## src/rtl/proc_sched_pkg.sv

```systemverilog
// Shared constants and types for the proc_sched round-robin dispatcher.
package proc_sched_pkg;

  localparam int unsigned PROC_ID_W = 5;

  // Control word bit positions in data_in[7:0]
  localparam int unsigned PS_SET_PEND = 0;
  localparam int unsigned PS_CLR_PEND = 1;
  localparam int unsigned PS_SET_EN   = 2;
  localparam int unsigned PS_CLR_EN   = 3;
  localparam int unsigned PS_CLR_ALL  = 4;
  localparam int unsigned PS_CLR_OVR  = 5;

  localparam logic [1:0] PS_ADR_OFFER = 2'd0;
  localparam logic [1:0] PS_ADR_EN    = 2'd1;
  localparam logic [1:0] PS_ADR_OVR   = 2'd2;

  typedef enum logic {
    PS_IDLE  = 1'b0,
    PS_OFFER = 1'b1
  } ps_state_e;

endpackage

```

## src/rtl/proc_sched_rr_pick.sv

```systemverilog
// rr_pick: combinational rotate-priority encoder; first set req at or after ptr, wrapping.
module rr_pick
  import proc_sched_pkg::*;
#(
  parameter int unsigned NUM_PROC = 16
) (
  input  logic [NUM_PROC-1:0]  req,
  input  logic [PROC_ID_W-1:0] ptr,
  output logic                 any,
  output logic [PROC_ID_W-1:0] id
);

  localparam int unsigned IDX_W = PROC_ID_W + 1;

  logic [31:0]      req_ext;
  logic [IDX_W-1:0] idx;

  assign req_ext = 32'(req);

  // ptr is always below NUM_PROC, so one conditional subtract is enough to wrap
  always_comb begin
    any = 1'b0;
    id  = '0;
    idx = '0;
    for (int unsigned k = 0; k < NUM_PROC; k++) begin
      idx = IDX_W'(ptr) + IDX_W'(k);
      if (idx >= IDX_W'(NUM_PROC)) idx = idx - IDX_W'(NUM_PROC);
      if (!any && req_ext[idx[PROC_ID_W-1:0]]) begin
        any = 1'b1;
        id  = idx[PROC_ID_W-1:0];
      end
    end
  end

endmodule

```

## src/rtl/proc_sched.sv

```systemverilog
// proc_sched: latches proc_rdy rising edges and offers one process id at a time, round-robin.
// Optional sticky overrun map enabled by defining PROC_SCHED_OVERRUN_EN.
module proc_sched
  import proc_sched_pkg::*;
#(
  parameter int unsigned NUM_PROC = 16
) (
  input  logic                clk,
  input  logic                rst,
  input  logic                wr,
  input  logic                rd,
  input  logic [1:0]          adr,
  input  logic [31:0]         data_in,
  input  logic [NUM_PROC-1:0] proc_rdy,
  output logic [31:0]         data_out,
  output logic                irq
);

  localparam int unsigned IDX_W = PROC_ID_W + 1;
  localparam int unsigned CNT_W = 6;

  ps_state_e            state_q, state_d;
  logic [NUM_PROC-1:0]  rdy_q, rdy_d;
  logic [NUM_PROC-1:0]  pending_q, pending_d;
  logic [NUM_PROC-1:0]  enable_q, enable_d;
  logic [PROC_ID_W-1:0] ptr_q, ptr_d;
  logic [PROC_ID_W-1:0] offer_id_q, offer_id_d;

  logic [7:0]           ctrl;
  logic [PROC_ID_W-1:0] wr_id;
  logic [NUM_PROC-1:0]  id_mask, offer_mask, rise, set_mask, clr_mask, elig_q, elig_d;
  logic                 valid, consume, pick_any;
  logic [PROC_ID_W-1:0] pick_id;
  logic [IDX_W-1:0]     ptr_inc;
  logic [CNT_W-1:0]     pend_cnt;
  logic [4:0]           pend_sat;
  logic [31:0]          ovr_rd;
  logic                 unused_bits;

  assign ctrl       = data_in[7:0];
  assign wr_id      = data_in[12:8];
  assign id_mask    = (IDX_W'(wr_id) < IDX_W'(NUM_PROC)) ? (NUM_PROC'(1) << wr_id) : '0;
  assign offer_mask = NUM_PROC'(1) << offer_id_q;
  assign rise       = proc_rdy & ~rdy_q;
  assign valid      = (state_q == PS_OFFER);
  assign consume    = valid & rd & (adr == PS_ADR_OFFER);
  assign elig_q     = pending_q & enable_q;
  assign ptr_inc    = IDX_W'(offer_id_q) + IDX_W'(1);
  assign irq        = valid;

  rr_pick #(.NUM_PROC(NUM_PROC)) u_pick (
    .req (elig_q),
    .ptr (ptr_q),
    .any (pick_any),
    .id  (pick_id)
  );

  // Sets are OR-ed in after clears so a same-cycle set always wins; disable beats enable
  always_comb begin
    rdy_d      = proc_rdy;
    set_mask   = rise | ({NUM_PROC{wr & ctrl[PS_SET_PEND]}} & id_mask);
    clr_mask   = ({NUM_PROC{consume}} & offer_mask)
               | ({NUM_PROC{wr & ctrl[PS_CLR_PEND]}} & id_mask)
               | {NUM_PROC{wr & ctrl[PS_CLR_ALL]}};
    pending_d  = (pending_q & ~clr_mask) | set_mask;
    enable_d   = (enable_q | ({NUM_PROC{wr & ctrl[PS_SET_EN]}} & id_mask))
               & ~({NUM_PROC{wr & ctrl[PS_CLR_EN]}} & id_mask);
    elig_d     = pending_d & enable_d;
    state_d    = state_q;
    ptr_d      = ptr_q;
    offer_id_d = offer_id_q;
    case (state_q)
      PS_IDLE: begin
        if (pick_any) begin
          state_d    = PS_OFFER;
          offer_id_d = pick_id;
        end
      end
      PS_OFFER: begin
        if (consume) begin
          state_d = PS_IDLE;
          ptr_d   = (ptr_inc >= IDX_W'(NUM_PROC)) ? '0 : ptr_inc[PROC_ID_W-1:0];
        end else if ((elig_d & offer_mask) == '0) begin
          state_d = PS_IDLE;
        end
      end
      default: state_d = PS_IDLE;
    endcase
  end

  always_ff @(posedge clk or posedge rst) begin
    if (rst) begin
      state_q    <= PS_IDLE;
      rdy_q      <= '0;
      pending_q  <= '0;
      enable_q   <= '0;
      ptr_q      <= '0;
      offer_id_q <= '0;
    end else begin
      state_q    <= state_d;
      rdy_q      <= rdy_d;
      pending_q  <= pending_d;
      enable_q   <= enable_d;
      ptr_q      <= ptr_d;
      offer_id_q <= offer_id_d;
    end
  end

`ifdef PROC_SCHED_OVERRUN_EN
  logic [NUM_PROC-1:0] overrun_q, overrun_d;

  // A rise on an id still pending (and not leaving this cycle) is a lost dispatch
  always_comb begin
    overrun_d = (overrun_q & ~{NUM_PROC{wr & ctrl[PS_CLR_OVR]}})
              | (rise & pending_q & ~({NUM_PROC{consume}} & offer_mask));
  end

  always_ff @(posedge clk or posedge rst) begin
    if (rst) overrun_q <= '0;
    else     overrun_q <= overrun_d;
  end

  assign ovr_rd      = 32'(overrun_q);
  assign unused_bits = ^{data_in[31:13], ctrl[7:6]};
`else
  assign ovr_rd      = '0;
  assign unused_bits = ^{data_in[31:13], ctrl[7:5]};
`endif

  always_comb begin
    pend_cnt = '0;
    for (int unsigned i = 0; i < NUM_PROC; i++) pend_cnt = pend_cnt + CNT_W'(pending_q[i]);
    pend_sat = (pend_cnt > CNT_W'(31)) ? 5'd31 : pend_cnt[4:0];
  end

  always_comb begin
    data_out = '0;
    case (adr)
      PS_ADR_OFFER: data_out = {valid, 10'd0, pend_sat, 11'd0, offer_id_q};
      PS_ADR_EN:    data_out = 32'(enable_q);
      PS_ADR_OVR:   data_out = ovr_rd;
      default:      data_out = '0;
    endcase
  end

endmodule

```

## config.mk

```make
export PLATFORM = sky130hd
export DESIGN_NAME = proc_sched
export DESIGN_NICKNAME = d
export VERILOG_FILES = /design/src/rtl/proc_sched_pkg.sv /design/src/rtl/proc_sched_rr_pick.sv /design/src/rtl/proc_sched.sv
export SDC_FILE = /design/constraint.sdc
export NUM_CORES = 1
export LEC_CHECK = 0
export ABC_AREA = 1
export CORE_AREA = 2 2 134 71
export DETAILED_ROUTE_END_ITERATION = 7
export DIE_AREA = 0 0 136 73
export DONT_BUFFER_PORTS = 1
export PLACE_DENSITY = 0.77
export SLEW_MARGIN = 15
export SYNTH_ARGS = -nofsm -noshare
export SYNTH_HDL_FRONTEND = slang
export SYNTH_SLANG_ARGS = --single-unit
```

## constraint.sdc

```tcl
create_clock -name clk -period 10 [get_ports clk]
set_clock_uncertainty 0.2 [all_clocks]
set_input_delay 0.5 -clock clk [delete_from_list [all_inputs] [get_ports clk]]
set_output_delay 0.5 -clock clk [all_outputs]
set_load 0.05 [all_outputs]
```

==> metrics.csv <==
metric,value,unit
status,finished with violations,
violations,design-rule violations,
std_cell_rows,25,
ir_worst_vdd,0.234,mV
synthToLayoutAreaGrowth,9.13,%
drt-vias-per-instance,6.43,
setup-tns-final,0,ns
grt_pass1_wl,31.5,mm
diodes,0,
drv_slew,0,
place_congestion,1.11,
yosysUniqueCellTypes,45,
reg2reg_from,ptr_q[1],
grt_pass1_vias,5721,
drc,8,
start_util,62.3,%
antenna_found_initial,0,
setup_viol,0,
fin_crit,5.43,ns
yosysWarnings,0,
crit_path_end_kind,flip-flop,
cts_tree,done,
cts_setup_buffers,0,
die-width,136,um
post_cts_resized,0,
hold_viol,0,
fillers,780,
die_area,9930,um^2
clock_latency,0.34,ns
crit_fanout,20,
clkTransAtPathRegs,0.06,ns
clkSinkCount,59,
rsz0062_at_grt,no,
dp_hpwl,15.7,mm
p_per_area,419,nW/um^2
finalCritPeriodShare,54.3,%
dpl_cell_area,5620,um^2
fin_util,68.0,%
cts_buffers,9,
htreeDepth,3,
ys_ff_latch,59,
postRouteAntennaNets,0,
drt_iter0_drc,921,
avgSynthCellArea,6.62,um^2
mostFrequentLayoutCells,"nand3_1 (168), nand2_1 (151), inv_1 (137)",
layout_commonest_cell,nand3_1,
die_h,73,um
startpoint_type,flip-flop,
required,10.03,ns
nNetsFinal,941,
maxCapViolations,0,
grt_max_degree,60,
hold_path.class,in -> async,
r2r_cells,19,
grt_overflow,0,
cts_root_buffer,clkbuf_16,
num_vias,6291,
drive_gt1_share,5.36,%
final_area,6090,um^2
max_slew_margin,28.1,%
path_class,reg -> reg,
syn_area,5580,um^2
ctsLongestPathBuffers,2,
core-area,8950,um^2
tightest_slew,1.09,ns
fmax,0.184,GHz
r2r-end,offer_id_q[1],
gr-usage-all-layers,42.9,%
ios,87,
leakage,0.00302,uW
hold_ws,0.0638,ns
seq_area_frac_synth,26.5,%
worstPathArrival,5.47,ns
synthCells,842,
rrSetupSlack,4.57,ns
routed_wl,20.3,mm
io_buffers,0,
wl_per_cell,20.8,um
drt_first_pass_iters,8,
worst max-delay path, cell delays in order (launching register included):
cell,delay (ns)
dfrtp_1,0.84
inv_1,0.56
ha_1,0.85
inv_1,0.44
nand3_1,0.30
nand3_1,0.14
nand3_1,0.10
o21ai_1,0.06
nor2_1,0.47
inv_1,0.23
nand4_4,0.19
nor2_4,0.06
nand4_4,0.13
nor2_4,0.07
nand4_4,0.09
nor2_1,0.06
nor2_1,0.28
nand2_1,0.09
nor2_1,0.11
nor2_1,0.05
stage by stage:
| step | cells | total power [uW] | setup WS (ns) |
|---|---|---|---|
| floorplan | 851 | 1650 | 5.04 |
| global placement | 947 | 2060 | 4.95 |
| detailed placement | 947 | 2110 | 4.87 |
| CTS | 979 | 2450 | 4.79 |
| global route | 979 | 2720 | 4.28 |
| finish | 979 | 2550 | 4.57 |
registers in the layout, summed over array words and instances (netlist names):
| name | count |
|---|---|
| irq | 1 |
| ptr_q | 5 |
| rdy_q | 16 |
| offer_id_q | 5 |
| enable_q | 16 |
| pending_q | 16 |
synth_stat cells, drive strengths merged:
library cell / number / area, um^2
o22ai: 3 / 18.8
clkbuf: 8 / 30.0
o31ai: 1 / 7.51
buf: 21 / 148
a21oi: 23 / 119
xnor2: 1 / 16.3
conb: 1 / 3.75
o2111ai: 9 / 78.8
o21ai: 21 / 116
fa: 10 / 200
or2: 1 / 6.26
nand4: 16 / 145
a22oi: 12 / 90.1
ha: 24 / 300
nor3b: 2 / 15.0
nand3: 170 / 868
nor3: 12 / 65.1
inv: 142 / 533
a41oi: 1 / 8.76
o21a: 1 / 7.51
nand3b: 4 / 30.0
o211ai: 3 / 22.5
nand2: 154 / 586
a211oi: 1 / 7.51
o221ai: 12 / 105
xor2: 5 / 51.3
dfrtp: 59 / 1480
nor4: 2 / 12.5
nor2: 119 / 483
a31oi: 4 / 25.0
final cells by class:
cell class / count / area [um^2] / share of cell area (%)
Inverter: 142 / 533 / 8.76
Tap cell: 121 / 151 / 2.49
Clock inverter: 7 / 76.3 / 1.25
Clock buffer: 9 / 225 / 3.70
Timing Repair Buffer: 20 / 190 / 3.12
Sequential cell: 59 / 1480 / 24.3
Multi-Input combinational cell: 621 / 3430 / 56.4
routing by layer:
metal  global-route usage (%)  up-vias  routed length [um]
met5                     6.06        -                  80
met4                     7.75        2                 265
li1                         -     2791                   -
met3                     21.5       44                4050
met2                     54.1      560                7280
met1                     64.1     2894                8670
worst max-delay path by stage:
| stage | startpoint | endpoint | slack (ns) | cells past startpoint |
|---|---|---|---|---|
| after floorplan | pending_q[11] | data_out[18] | 5.04 | 12 |
| after global placement | ptr_q[1] | offer_id_q[1] | 4.95 | 19 |
| after detailed placement | ptr_q[1] | offer_id_q[1] | 4.87 | 19 |
| after CTS | pending_q[11] | data_out[17] | 4.79 | 12 |
| after global routing | ptr_q[1] | offer_id_q[1] | 4.28 | 19 |
| final | ptr_q[1] | offer_id_q[1] | 4.57 | 19 |
cell families (layout without fill, tap and decap cells):
logic type,Yosys count,in the layout,share of synthesized area [%]
fa+ha+maj,34,34,8.97
other cells,1,10,0.0672
compound gates,91,91,10.9
xor+xnor,6,6,1.21
simple gates,480,480,39.6
buf+inv,171,178,12.7
flops,59,59,26.5
power by group:
part / internal, uW / total (uW) / switching [uW] / leakage, uW
sequential: 282 / 367 / 84.5 / 0.000688
clock: 194 / 318 / 124 / 0.000142
combinational: 499 / 1870 / 1370 / 0.00219
total: 976 / 2550 / 1580 / 0.00302
what timing repair did:
item	in CTS	in global routing
setup endpoints to repair	0	0
hold endpoints to repair	16	0
hold buffers	16	0
Note: power is estimated with default switching activity, not from simulation.
